<file path="src/rtl/trace_packetizer.sv">
`default_nettype none
// +--------------------------------------------------------------------------+
// | Module   : trace_packetizer                                              |
// | Purpose  : captures per-cycle commit records into a FIFO and streams     |
// |            them as 9/13/17-byte big-endian packets on a valid/ready port |
// | Revision : 1.0                                                           |
// +--------------------------------------------------------------------------+
module trace_packetizer #(
  parameter int DEPTH = 8,
  parameter int AW    = 3
) (
  input  logic          clk,
  input  logic          reset,
  input  logic          cap_en,
  input  logic [31:0]   pc_in,
  input  logic [31:0]   instr_in,
  input  logic [31:0]   alu_result_in,
  input  logic [31:0]   write_data_in,
  input  logic          mem_write_in,
  input  logic          reg_write_in,
  input  logic [3:0]    flags_in,
  output logic [7:0]    tx_data,
  output logic          tx_valid,
  input  logic          tx_ready,
  output logic          tx_last,
  output logic [7:0]    drop_count,
  output logic [AW:0]   fifo_level,
  output logic          busy
);

  localparam int          c_PKT_W = 136;
  localparam logic [AW:0] c_DEPTH = (AW + 1)'(DEPTH);

  typedef enum logic [0:0] {
    S_IDLE = 1'b0,
    S_SEND = 1'b1
  } state_t;

  state_t             r_state;
  logic [c_PKT_W-1:0] r_mem [DEPTH];
  logic [AW-1:0]      r_wr_ptr;
  logic [AW-1:0]      r_rd_ptr;
  logic [AW:0]        r_count;
  logic               r_drop_pending;
  logic [c_PKT_W-1:0] r_pkt;
  logic [4:0]         r_idx;

  logic [c_PKT_W-1:0] w_head;
  logic [c_PKT_W-1:0] w_new_pkt;
  logic               w_accept;
  logic               w_pop;
  logic               w_push;
  logic               w_drop;
  logic [4:0]         w_last_idx;
  logic [4:0]         w_next_idx;

  // Records are stored already laid out as wire bytes: header, pc, instr, alu, wdata.
  assign w_new_pkt = {1'b1, r_drop_pending, mem_write_in, reg_write_in, flags_in,
                      pc_in, instr_in, alu_result_in, write_data_in};
  assign w_head    = r_mem[r_rd_ptr];

  assign w_accept   = tx_valid & tx_ready;
  assign w_pop      = (r_count != '0) & ((r_state == S_IDLE) | (w_accept & tx_last));
  assign w_push     = cap_en & ((r_count != c_DEPTH) | w_pop);
  assign w_drop     = cap_en & ~w_push;
  assign w_last_idx = r_pkt[133] ? 5'd16 : (r_pkt[132] ? 5'd12 : 5'd8);
  assign w_next_idx = r_idx + 5'd1;

  assign tx_valid   = (r_state == S_SEND);
  assign busy       = (r_state == S_SEND);
  assign fifo_level = r_count;

  function automatic logic [7:0] pkt_byte(input logic [c_PKT_W-1:0] pkt,
                                          input logic [4:0]         idx);
    logic [c_PKT_W-1:0] w_sh;
    w_sh = pkt << {idx, 3'b000};
    return w_sh[c_PKT_W-1 -: 8];
  endfunction

  always_ff @(posedge clk) begin
    if (reset && w_push) begin
      r_mem[r_wr_ptr] <= w_new_pkt;
    end
  end

  always_ff @(posedge clk) begin
    if (!reset) begin
      r_state        <= S_IDLE;
      r_wr_ptr       <= '0;
      r_rd_ptr       <= '0;
      r_count        <= '0;
      r_drop_pending <= 1'b0;
      drop_count     <= 8'h00;
      r_pkt          <= '0;
      r_idx          <= 5'd0;
      tx_data        <= 8'h00;
      tx_last        <= 1'b0;
    end else begin
      if (w_push) r_wr_ptr <= r_wr_ptr + 1'b1;
      if (w_pop)  r_rd_ptr <= r_rd_ptr + 1'b1;
      if (w_push && !w_pop)      r_count <= r_count + 1'b1;
      else if (!w_push && w_pop) r_count <= r_count - 1'b1;

      // A drop and an accepted push are mutually exclusive within one cycle.
      if (w_drop) begin
        r_drop_pending <= 1'b1;
        if (drop_count != 8'hFF) drop_count <= drop_count + 8'h01;
      end else if (w_push) begin
        r_drop_pending <= 1'b0;
      end

      if (w_pop) begin
        r_pkt   <= w_head;
        r_idx   <= 5'd0;
        tx_data <= w_head[c_PKT_W-1 -: 8];
        tx_last <= 1'b0;
        r_state <= S_SEND;
      end else if (w_accept) begin
        if (tx_last) begin
          tx_last <= 1'b0;
          r_state <= S_IDLE;
        end else begin
          r_idx   <= w_next_idx;
          tx_data <= pkt_byte(r_pkt, w_next_idx);
          tx_last <= (w_next_idx == w_last_idx);
        end
      end
    end
  end

endmodule
`default_nettype wire

</file>
<file path="config.mk">
export PLATFORM = sky130hd
export DESIGN_NAME = trace_packetizer
export DESIGN_NICKNAME = d
export VERILOG_FILES = /design/src/rtl/trace_packetizer.sv
export SDC_FILE = /design/constraint.sdc
export NUM_CORES = 1
export LEC_CHECK = 0
export BUFFER_PORTS_ARGS = -buffer_cell sky130_fd_sc_hd__buf_2
export CAP_MARGIN = 10
export CORE_MARGIN = 8
export CORE_UTILIZATION = 30
export CTS_CLUSTER_SIZE = 20
export DETAILED_ROUTE_END_ITERATION = 10
export PLACE_DENSITY_LB_ADDON = 0.1
export SLEW_MARGIN = 15
export SYNTH_ARGS = -nofsm -noshare
export SYNTH_HDL_FRONTEND = slang
export SYNTH_SLANG_ARGS = --single-unit
export TNS_END_PERCENT = 20
</file>
<file path="constraint.sdc">
create_clock -name clk -period 25.3 [get_ports clk]
set_clock_uncertainty 0.15 [all_clocks]
set_input_delay 0 -clock clk [delete_from_list [all_inputs] [get_ports clk]]
set_output_delay 0 -clock clk [all_outputs]
set_load 0.01 [all_outputs]
</file>
======== Word-level counts from Yosys, hierarchy flattened ========
Memory sizes are Yosys's and may differ from the RTL's. A register that Yosys moved wholly into a read port is not among the register bits.
Index checks and enable logic that the tools add are counted.
word-level totals
  latch bits .............................. 0
  logic and storage cells ................. 65
  output and inout bits ................... 23
  ROM bits ................................ 0
  input bits .............................. 138
  memories ................................ 1
  RAM bits ................................ 1080
  register bits ........................... 170
memory list
  name   words  bits a word  read ports  clocked after Yosys merged registers in  write ports  line  source
  r_mem  8      135          1           1                                        1            40    logic [c_PKT_W-1:0] r_mem [DEPTH];
operators by class
  mux-type cells .......................... 17
  equality and inequality tests ........... 4
  multiply operators ...................... 0
  reductions and logical operators ........ 15
  add/subtract/negate cells ............... 6
  shift-type cells ........................ 1
  magnitude comparators ................... 0
  bitwise logic cells ..................... 11
  divide/modulo/power cells ............... 0
operator list
  kind                 count
  $shl 136x8->136      1
  $mux 8               3
  $mux 3               3
  $add 8x1->8 const B  1
  $mux 1               8
  $mux 4               2
  $ne 8x8->1 const B   1
  $reduce_and 2->1     4
  $reduce_bool 2->1    4
  $add 3x1->3 const B  2
  $add 5x1->5 const B  1
  $and 1x1->1          5
  $eq 5x5->1           1
  $mux 5               1
  $add 4x1->4 const B  1
  $ne 4x4->1 const B   1
  $not 1->1            4
  $reduce_bool 4->1    1
  $sub 4x1->4 const B  1
  $logic_and 1x1->1    3
  $logic_not 1->1      2
  $ne 2x1->1 const B   1
  $or 1x1->1           2
  $reduce_or 2->1      1

======== Longest topological paths before layout ========
Gate-level depths: netlist (run 1).
  depth after elaboration ................. 10
  depth in mapped cells ................... 12
  depth with buffers taken out ............ 12

======== Least setup slack after synthesis (run 1) ========
OpenSTA, ideal clock, no wires.
  path kind ............................... register to register
  start ................................... reg tx_last
  end ..................................... mem r_mem[0][0] (netlist name) (enable)
  slack ................................... 10.542 ns
  arrival time ............................ 13.648 ns
  cell stages (with the launch flop) ...... 5
  library setup time ...................... 0.960 ns
  cell sequence ........................... dfxtp_1 > a21boi_0 > nand2_1 > nand2_1 > nor4_1
between the ends
  cells in the longest elaborated chain, start to end .. 8
RTL lines
  what                          line  source
  start, declared               25    output logic tx_last,
  start signal, assigned        125   tx_last <= (w_next_idx == w_last_idx);
  $and 1x1->1                   63    assign w_pop = (r_count != '0) & ((r_state == S_IDLE) | (w_accept & tx_last));
  $or 1x1->1                    63
  $and 1x1->1                   63
  $or 1x1->1                    64    assign w_push = cap_en & ((r_count != c_DEPTH) | w_pop);
  $and 1x1->1                   64
  $logic_and 1x1->1             81    if (reset && w_push) begin
  $mux 1                        81
  $mux 1 (implied by the code)  82    r_mem[r_wr_ptr] <= w_new_pkt;
  end, declared                 40
No other way between the ends.

======== Worst setup path in the final report (run 1) ========
  start ................................... reg tx_last
  end ..................................... mem r_mem[7][23] (netlist name) (enable)
between the ends
  cells in the longest elaborated chain, start to end .. 8
RTL lines
  what                          line  source
  $and 1x1->1                   63
  $or 1x1->1                    63
  $and 1x1->1                   63
  $or 1x1->1                    64
  $and 1x1->1                   64
  net w_push                    52    logic w_push;
  $logic_and 1x1->1             81
  $mux 1                        81
  $mux 1 (implied by the code)  82
The timed path passes the listed nets, and every way through them passes these cells.

==> impl_metrics.tcl, run 1 <==
set metrics [dict create \
    vdd_drop_max_v 0.000111 \
    status "finished, final reports clean" \
    syn_to_final_growth_pct 22.7 \
    placed_cells 4505 \
    grt_max_degree 198 \
    cts-root-buf "clkbuf_16" \
    numClockSinks 1253 \
    setup_violations 0 \
    track_usage_pct 14.8 \
    hpwl_mm 72.1 \
    cp_data_required_time_ns 25.53 \
    htreeDepth 4 \
    rsz0062_at_grt "false" \
    fin_crit_ns 4.14 \
    ctsHoldBuffers 270 \
    hold_slack_ns 0.0559 \
    rows 147 \
    hold_violations 0 \
    worst_pin_slew_ns 1.06 \
    fin_area_sq_mm 0.0589 \
    cp_slowest_stage_delay_ns 0.77 \
    power_leakage_nw 19.8 \
    initialDrtViolationCount 1711 \
    gr-total-overflow 0 \
    insertion_delay_ns 0.77 \
    ys_seq_area_share_pct 74.7 \
    clk_pin_slew_ns 0.06 \
    post-cts-setup-buffers 0 \
    layout.cells.non_filler 5041 \
    crit_path_start_kind "flip-flop" \
    num_vias 24200 \
    cp-end-kind "flip-flop" \
    path_buf_inv 3 \
    wl_mm 130 \
    place_area_sq_mm 0.0513 \
    path_max_fanout 38 \
    critical_path_class "flip-flop to flip-flop" \
    final_antenna_net_count 0 \
    final_nets 2979 \
    grt_antenna_before_repair 20 \
    cap_violations 0 \
    syn_inst 2356 \
    io_buffers 160 \
    ys_ff_latch 1253 \
    synth_edf_count 1080 \
    fin_ws_ns 21.16 \
    power.density_mw_per_mm2 96.3 \
    cts_tree "done" \
    crit_top_cell "nand2_1" \
    grt_pass1_vias 26200 \
    cp_cell_sequence "a21boi_1, nand2_1, nand2_1, inv_1, nand2_1, nor2_4, buf_4, buf_4" \
    slew_headroom_pct 29.0 \
    wl_per_cell_um 25.8 \
    fmax_mhz 241 \
    finalSetupTns_ns 0 \
    fin_util_pct 36.9 \
    cts_buffers 141 \
    io_pins 161 \
    synthFlopType "edfxtp_1" \
    synthDistinctLibCells 43 \
    dr.pass1.iters 5 \
    slew_viol_final 0 \
    syn_area_per_cell_sq_um 20.4 \
    design.core.area_sq_mm 0.160 \
    dpl_worst_slack_ns 21.11 \
    grt_first_pass_wirelength_mm 190 \
    synth_area_sq_mm 0.0480 \
    cp_top_family "buffers and inverters" \
    initial_core_util_pct 30.0 \
    slowest_stage "buf_4" \
    post_cts_resized 0 \
    finalCritPeriodShare_pct 16.4 \
    die_area_sq_mm 0.173 \
    place.gp.congestion 0.740 \
    dieHeight_um 416 \
    worstHoldPathType "input pin to flip-flop" \
    die_w_um 416 \
    via_per_inst 4.81 \
    syn_nets 2503 \
    drive_gt1_share_pct 24.5 \
    async_flop_share_pct 0 \
    clockBufferDepth 3 \
    total_power_mw 5.68 \
    yosys_warnings 0 \
    cp.arrival_ns 4.38 \
    drc 0 \
]
[metal layers]
layer  part of all wire, %  up-vias  track usage (%)
met2                    49      437             24.6
met5                 0.061        -                0
li1                      -    10700                -
met4                   2.4       12             4.31
met1                    45    12900             20.0
met3                   3.6      175             2.64
[report_power, final]
group / switching (mW) / leakage [nW] / total [mW] / internal (mW)
Clock: 0.840 / 2.39 / 2.13 / 1.29
Sequential: 0.139 / 11.2 / 2.53 / 2.39
Combinational: 0.556 / 6.24 / 1.01 / 0.456
Total: 1.54 / 19.8 / 5.68 / 4.14
[Yosys cell counts, types with 3 or more instances]
master	n	area (sq um)
mux2i_1	186	1860
xor2_1	11	96.3
o211a_1	128	1280
xnor2_1	10	87.6
nor4_1	12	75.1
buf_1	17	63.8
nand2_1	156	586
a22oi_1	14	105
nor3_1	11	55.1
nand4_1	3	18.8
clkbuf_1	80	300
mux4_2	272	6130
o21ai_0	22	110
or2_2	7	43.8
a2111o_1	7	78.8
nand2b_1	8	50.1
buf_4	8	60.1
a21boi_0	6	45.0
a21oi_1	18	90.1
inv_1	7	26.3
edfxtp_1	1080	32400
nor2b_1	5	31.3
a31oi_1	7	43.8
and2_1	11	68.8
buf_2	39	195
mux4_1	10	263
ha_1	8	100
nand3_1	6	30.0
nor2_1	18	67.6
dfxtp_1	173	3460
[final timing paths]
check	slack (ns)	to	cells past startpoint	start
max	21.16	r_mem[7][23]	8	tx_last
min	0.06	r_mem[4][6]	2	write_data_in[6]
max reg2reg	21.16	r_mem[7][23]	8	tx_last
min reg2reg	0.32	r_pkt[135]	1	r_pkt[135]
[area by class of cell]
cell class                      instances  area, sq um
Fill cell                           14600       101000
Clock inverter                         66          863
Inverter                                8         30.0
Clock buffer                          196         4030
Tap cell                             2086         2610
Sequential cell                      1253        35900
Antenna cell                            4         10.0
Timing Repair Buffer                  478         3950
Multi-Input combinational cell        950        11500
[state kept, by name, indices dropped and copies added, names as in the netlist, named ones only]
| register | cells |
|---|---|
| r_rd_ptr | 3 |
| tx_data | 8 |
| r_idx | 5 |
| r_drop_pending | 1 |
| r_mem | 1080 |
| tx_last | 1 |
| r_pkt | 136 |
| fifo_level | 4 |
| drop_count | 8 |
| r_wr_ptr | 3 |
| busy | 1 |
[layout by cell type, fill, tap and decap left out, drive strengths merged, types with 7 or more instances in the layout]
master	count
clkinv	37
xor2	12
and2	11
inv	17
a2111o	7
xnor2	11
a22oi	14
nand2b	8
or2	7
a21oi	18
nor2	18
clkbuf	196
bufinv	17
edfxtp	1080
o21ai	22
buf	208
mux2i	186
dfxtp	173
nand2	156
nor3	11
nor4	12
ha	8
mux4	282
a31oi	7
dlygate4sd3	270
o211a	128
[logic make-up after synthesis]
| kind of cell | Yosys count | share of synthesized area [%] |
|---|---|---|
| AO/OA/AOI/OAI | 208 | 3.75 |
| XOR/XNOR | 23 | 0.498 |
| adder cells (fa/ha/maj) | 9 | 0.250 |
| buffers and inverters | 153 | 1.38 |
| flip-flops | 1253 | 74.7 |
| multiplexers | 468 | 17.2 |
| AND/OR/NAND/NOR | 242 | 2.21 |
(Power assumes the default switching activity.)
==> run 2, diff against run 1 <==
clock period = 4.3 ns   (was 25.3 ns; I/O delays follow)
==> run 2 against run 1 <==
Effect of this change:
- wire length is 1.5% lower
- global-route usage is 0.25 points lower
- largest cell class unchanged
- worst setup slack worse by 20 ns
- via count hardly changed
- critical endpoint is now fifo_level[3]
==> impl_metrics.tcl, run 2 (same netlist as run 1, synthesis figures left out) <==
set metrics [dict create \
    status "finished, final reports clean" \
    htreeDepth 4 \
    rsz0062_at_grt "false" \
    setup_violations 0 \
    design.core.area_sq_mm 0.160 \
    place.gp.congestion 0.760 \
    grt_antenna_before_repair 21 \
    clockBufferDepth 3 \
    crit_path_start_kind "flip-flop" \
    p_sw_mw 9.09 \
    finalCritPeriodShare_pct 77.5 \
    seq_power_share_pct 44.6 \
    critical_path_class "flip-flop to flip-flop" \
    gr-total-overflow 0 \
    grt_pass1_vias 26000 \
    post_cts_resized 0 \
    pwr-share-clk_pct 37.1 \
    final_common_cell "edfxtp_1" \
    cap_violations 0 \
    rows 147 \
    cts-root-buf "clkbuf_16" \
    final_antenna_net_count 0 \
    dpl_worst_slack_ns 0.964 \
    initial_core_util_pct 30.0 \
    largest_reg_flops 1080 \
    switching_share_pct 27.2 \
    grt_use_met2_pct 24.1 \
    die_w_um 416 \
    numClockSinks 1253 \
    vdd_drop_max_v 0.000512 \
    final_nets 3000 \
    dieHeight_um 416 \
    path_max_fanout 12 \
    hpwl_mm 73.0 \
    cp.arrival_ns 3.86 \
    insertion_delay_ns 0.77 \
    regMostFlops "r_mem" \
    num_vias 24200 \
    cts_tree "done" \
    syn_to_final_growth_pct 23.7 \
    gr-max-usage-layer "met2" \
    cp_data_required_time_ns 4.83 \
    fin_ws_ns 0.967 \
    die_area_sq_mm 0.173 \
    via_per_inst 4.78 \
    grt_first_pass_wirelength_mm 186 \
    clk_pin_slew_ns 0.06 \
    power_leakage_nw 20.0 \
    p_int_mw 24.3 \
    fmax_mhz 300 \
    slew_headroom_pct 27.8 \
    io_buffers 160 \
    drive_gt1_share_pct 24.7 \
    cp-end-kind "flip-flop" \
    io_pins 161 \
    layout_common_cells "edfxtp_1, dlygate4sd3_1, mux4_2" \
    slew_viol_final 0 \
    wl_per_cell_um 25.3 \
    initialDrtViolationCount 1677 \
    worstHoldPathType "input pin to flip-flop" \
    top_regs "r_mem: 1080 flops, r_pkt: 136 flops" \
    hold_violations 0 \
    cts_buffers 145 \
    grtUsageMet1_pct 19.8 \
    p_comb_share_pct 18.3 \
    worst_pin_slew_ns 1.08 \
    dr.pass1.iters 7 \
    total_power_mw 33.4 \
    drc 0 \
    grt_max_degree 198 \
    power.density_mw_per_mm2 563 \
    fin_util_pct 37.2 \
    use_met3_pct 2.88 \
    wl_mm 128 \
    fin_crit_ns 3.33 \
    track_usage_pct 14.6 \
]
run 2: cell count changes in the layout (fill, tap and decap cells not counted), sizes merged:
| cell | before | now |
|---|---|---|
| diode | 4 | 6 |
| bufinv | 17 | 15 |
| clkinv | 37 | 51 |
| dlygate4sd3 | 270 | 275 |
| clkbuf | 196 | 194 |
| inv | 17 | 12 |
| buf | 208 | 220 |
run 2: stage by stage:
| stage | hold slack [ns] | area (sq um) | setup TNS, ns | instances |
|---|---|---|---|---|
| 6_report | 0.127 | 59400 | 0 | 5065 |
| 5_1_grt | 0.124 | 59400 | 0 | 5061 |
| 4_1_cts | 0.0572 | 59400 | 0 | 5059 |
| 3_5_place_dp | 0.119 | 51800 | 0 | 4517 |
| 3_3_place_gp | 0.109 | 51800 | 0 | 4517 |
| 2_1_floorplan | -0.0511 | 48200 | -916.79 | 2356 |
run 2: area by class of cell:
type / instances / area [sq um]
Antenna cell: 6 / 15.0
Clock buffer: 194 / 4010
Clock inverter: 73 / 817
Fill cell: 14700 / 100000
Inverter: 8 / 30.0
Multi-Input combinational cell: 950 / 11600
Sequential cell: 1253 / 35900
Tap cell: 2086 / 2610
Timing Repair Buffer: 495 / 4390
run 2: layer usage:
| metal | up-vias | part of all wire, % |
|---|---|---|
| li1 | 10700 | - |
| met1 | 12900 | 46 |
| met2 | 420 | 48 |
| met3 | 176 | 3.7 |
| met4 | 6 | 2.0 |
| met5 | - | 0.031 |
run 2: final timing paths:
kind / from / to / slack (ns) / cells after the start
setup / recovery: fifo_level[0] / fifo_level[3] / 0.97 / 12
hold / removal: reset / drop_count[3] / 0.13 / 3
setup reg to reg: fifo_level[0] / fifo_level[3] / 0.97 / 12
hold reg to reg: r_pkt[135] / r_pkt[135] / 0.33 / 1
run 2: power groups by stage:
| stage | clock network, mW | logic, mW | registers (mW) |
|---|---|---|---|
| 2_1_floorplan | 0 | 4.15 | 14.6 |
| 6_report | 12.4 | 6.12 | 14.9 |
| 3_5_place_dp | 0 | 6.10 | 15.2 |
| 3_3_place_gp | 0 | 6.04 | 15.2 |
| 4_1_cts | 12.8 | 6.34 | 14.9 |
| 5_1_grt | 13.2 | 6.65 | 15.0 |
run 2: worst max-delay path, cell delays in order (launching register included):
cell	delay, ns
dfxtp_4	0.38
nor4_1	0.32
buf_4	0.21
nor2_4	0.04
inv_1	0.40
ha_1	0.32
inv_1	0.11
ha_1	0.30
a21o_1	0.19
a21oi_1	0.21
xnor2_1	0.13
or3_1	0.31
a21boi_0	0.18
run 2: what timing repair did:
action,in CTS,in global routing
setup buffers,0,0
endpoints found under the hold margin,1450,0
setup endpoints to repair,0,0
hold buffers,275,0
==> run 3, diff against run 2 <==
ABC_AREA = 1   (was unset)
clock period = 2.8 ns   (was 4.3 ns; I/O delays follow)
==> run 3 against run 2 <==
Effect of this change:
- clock power is 48% higher
- first-iteration DRC count increased by 20%
- power is 66% higher
- core utilization is 0.38 points higher
- sequential power rose by 51%
- sequential share of layout area fell by 0.88 points
- synthesized cell count up 47%
- via count grew 24%
- final area grew 1.5%
- fmax grew 35%
- critical endpoint unchanged
==> impl_metrics.tcl, run 3 <==
set metrics [dict create \
    io_pins 161 \
    synth_top_area_share_pct 66.8 \
    hold_violations 0 \
    switching_share_pct 32.6 \
    gr-total-overflow 0 \
    insertion_delay_ns 0.77 \
    grt_max_degree 90 \
    io_buffers 160 \
    cts-root-buf "clkbuf_16" \
    worstHoldPathType "input pin to flip-flop" \
    syn_to_final_growth_pct 24.2 \
    htreeDepth 4 \
    track_usage_pct 16.0 \
    vdd_drop_max_v 0.000550 \
    place.gp.congestion 0.780 \
    syn_nets 3620 \
    numClockSinks 1253 \
    grt_antenna_before_repair 1 \
    path_max_fanout 6 \
    drive_gt1_share_pct 13.3 \
    drc 0 \
    slew_headroom_pct 41.4 \
    wl_per_cell_um 22.9 \
    total_power_mw 55.4 \
    cp_data_required_time_ns 3.30 \
    via_per_inst 4.80 \
    design.core.area_sq_mm 0.161 \
    min_from "alu_result_in[26]" \
    clockBufferDepth 3 \
    pwr-share-clk_pct 33.2 \
    wl_mm 143 \
    hold_end "r_mem[2][58]" \
    cts_tree "done" \
    r2r-start "fifo_level[1]" \
    top_regs "r_mem: 1080 flops, r_pkt: 136 flops" \
    yosys_warnings 0 \
    critical_path_class "flip-flop to flip-flop" \
    clk_pin_slew_ns 0.06 \
    place_area_sq_mm 0.0529 \
    p_comb_share_pct 26.2 \
    seq_power_share_pct 40.7 \
    synth_edf_count 1080 \
    post-cts-setup-buffers 0 \
    finalCritPeriodShare_pct 88.0 \
    r2r.worst_path.cells 17 \
    worst_pin_slew_ns 0.875 \
    r2r_end "fifo_level[3]" \
    regMostFlops "r_mem" \
    worstHoldPathCells 2 \
    dr.pass1.iters 5 \
    grt_first_pass_wirelength_mm 211 \
    p_sw_mw 18.1 \
    fin_crit_ns 2.46 \
    synthDistinctLibCells 36 \
    setup_violations 0 \
    crit_path_start_kind "flip-flop" \
    fin_area_sq_mm 0.0603 \
    rsz0062_at_grt "false" \
    power.density_mw_per_mm2 919 \
    reg2reg_slack_ns 0.34 \
    syn_area_per_cell_sq_um 14.0 \
    power_leakage_nw 19.9 \
    ys_ff_latch 1253 \
    async_flop_share_pct 0 \
    grt_pass1_vias 30100 \
    dieHeight_um 418 \
    p_int_mw 37.3 \
    rows 147 \
    initial_core_util_pct 30.2 \
    layout_common_cells "edfxtp_1, o21ai_0, nor2_1" \
    cp-end-kind "flip-flop" \
    hpwl_mm 87.5 \
    largest_reg_flops 1080 \
    cap_violations 0 \
    final_nets 4091 \
    slew_viol_final 0 \
    status "finished, final reports clean" \
    final_common_cell "edfxtp_1" \
    initialDrtViolationCount 2018 \
    synth.area.top_cells "edfxtp_1, dfxtp_1, mux2i_1" \
    synthFlopType "edfxtp_1" \
    cp.arrival_ns 2.97 \
    fmax_mhz 406 \
    yosysMostFrequentCell "edfxtp_1" \
    final_antenna_net_count 0 \
    die_area_sq_mm 0.175 \
    ys_seq_area_share_pct 73.9 \
    cts_buffers 146 \
    ys_top_cells_by_count "edfxtp_1, o21ai_0, nor2_1" \
    num_vias 29900 \
    die_w_um 418 \
    syn_inst 3473 \
    synth_top_cell_by_area "edfxtp_1" \
    synth_area_sq_mm 0.0486 \
]
run 3: cell count changes after synthesis, sizes merged, moves of 21 or more:
cell,previous run,this run
o21ai,22,426
nor2,18,319
mux4,282,0
nand3,6,266
o221ai,0,256
inv,8,155
o211a,128,0
mux2i,186,256
clkbuf,80,146
nand2,156,201
buf,65,96
a21oi,18,39
run 3: kinds of logic (layout without fill, tap and decap cells):
kind of cell,count (synthesis),in the layout,share of synthesized area (%)
multiplexers,256,256,5.28
other,0,1,0
adder cells (fa/ha/maj),9,9,0.247
AND/OR/NAND/NOR,797,797,6.92
buffers and inverters,400,994,3.58
XOR/XNOR,11,11,0.229
AO/OA/AOI/OAI,747,747,9.81
flip-flops,1253,1253,73.9
run 3: layout make-up:
class,instances,area (sq um)
fillers,15300,100000
flip-flops and latches,1253,35900
multi-input cells,1820,11000
repair buffers,565,5400
clock buffers,205,4040
well taps,2160,2700
inverters,158,613
clock inverters,66,598
diodes,1,2.50
run 3: how the worst max path moves through the flow:
stage                  start             to  slack, ns  depth (start not counted)
6_report       fifo_level[1]  fifo_level[3]       0.34                         17
4_1_cts        fifo_level[1]  fifo_level[3]       0.28                         17
3_5_place_dp   fifo_level[1]  fifo_level[3]       0.30                         17
3_3_place_gp   fifo_level[1]  fifo_level[3]       0.18                         17
5_1_grt              tx_last  fifo_level[3]       0.05                         17
2_1_floorplan        tx_last    r_mem[0][0]      -1.93                          8
run 3: worst max-delay path: stages, from the launching register on:
cell and delay [ns]:
dfxtp_4 0.36, inv_2 0.07, nand4_1 0.12, nor2_2 0.13, inv_1 0.06, nand2_2 0.11, inv_1 0.09, ha_1 0.23
inv_2 0.10, ha_1 0.26, nand2_1 0.09, nand2_1 0.05, nor2_1 0.16, nor2_1 0.05, nor2_1 0.08, nand2_1 0.08
o21ai_1 0.12, a21oi_1 0.05
run 3: metal layers:
layer  global-route usage [%]  share of wire (%)  vias up
met5                        0                  0        -
met4                     4.16                2.2        0
met3                     2.54                3.8      165
met2                     26.3                 48      560
met1                     22.1                 46    15100
li1                         -                  -    14100
run 3: stage by stage:
stage | setup slack (ns) | setup TNS, ns | instances | hold WS (ns) | utilization, %
global placement | 0.179 | 0 | 5684 | 0.135 | 33.0
CTS | 0.276 | 0 | 6227 | 0.00865 | 37.5
floorplan | -1.93 | -1485.80 | 3473 | -0.0511 | -
finish | 0.337 | 0 | 6228 | 0.0344 | 37.5
global route | 0.0484 | 0 | 6227 | 0.0127 | 37.5
detailed placement | 0.298 | 0 | 5684 | 0.137 | 33.0
run 3: power groups by stage:
stage | Clock, mW | Combinational (mW) | Sequential [mW]
after floorplan | 0 | 9.27 | 22.5
after global placement | 0 | 14.5 | 22.9
after detailed placement | 0 | 14.5 | 22.9
after CTS | 18.9 | 14.8 | 22.5
after global routing | 19.6 | 16.1 | 22.7
final | 18.4 | 14.5 | 22.5
run 3: timing repair:
action                                 in CTS  in global routing
hold buffers                              272                  0
endpoints found under the hold margin    1206                  0
setup endpoints to repair                   0                  1
gates resized for setup                     0                  3
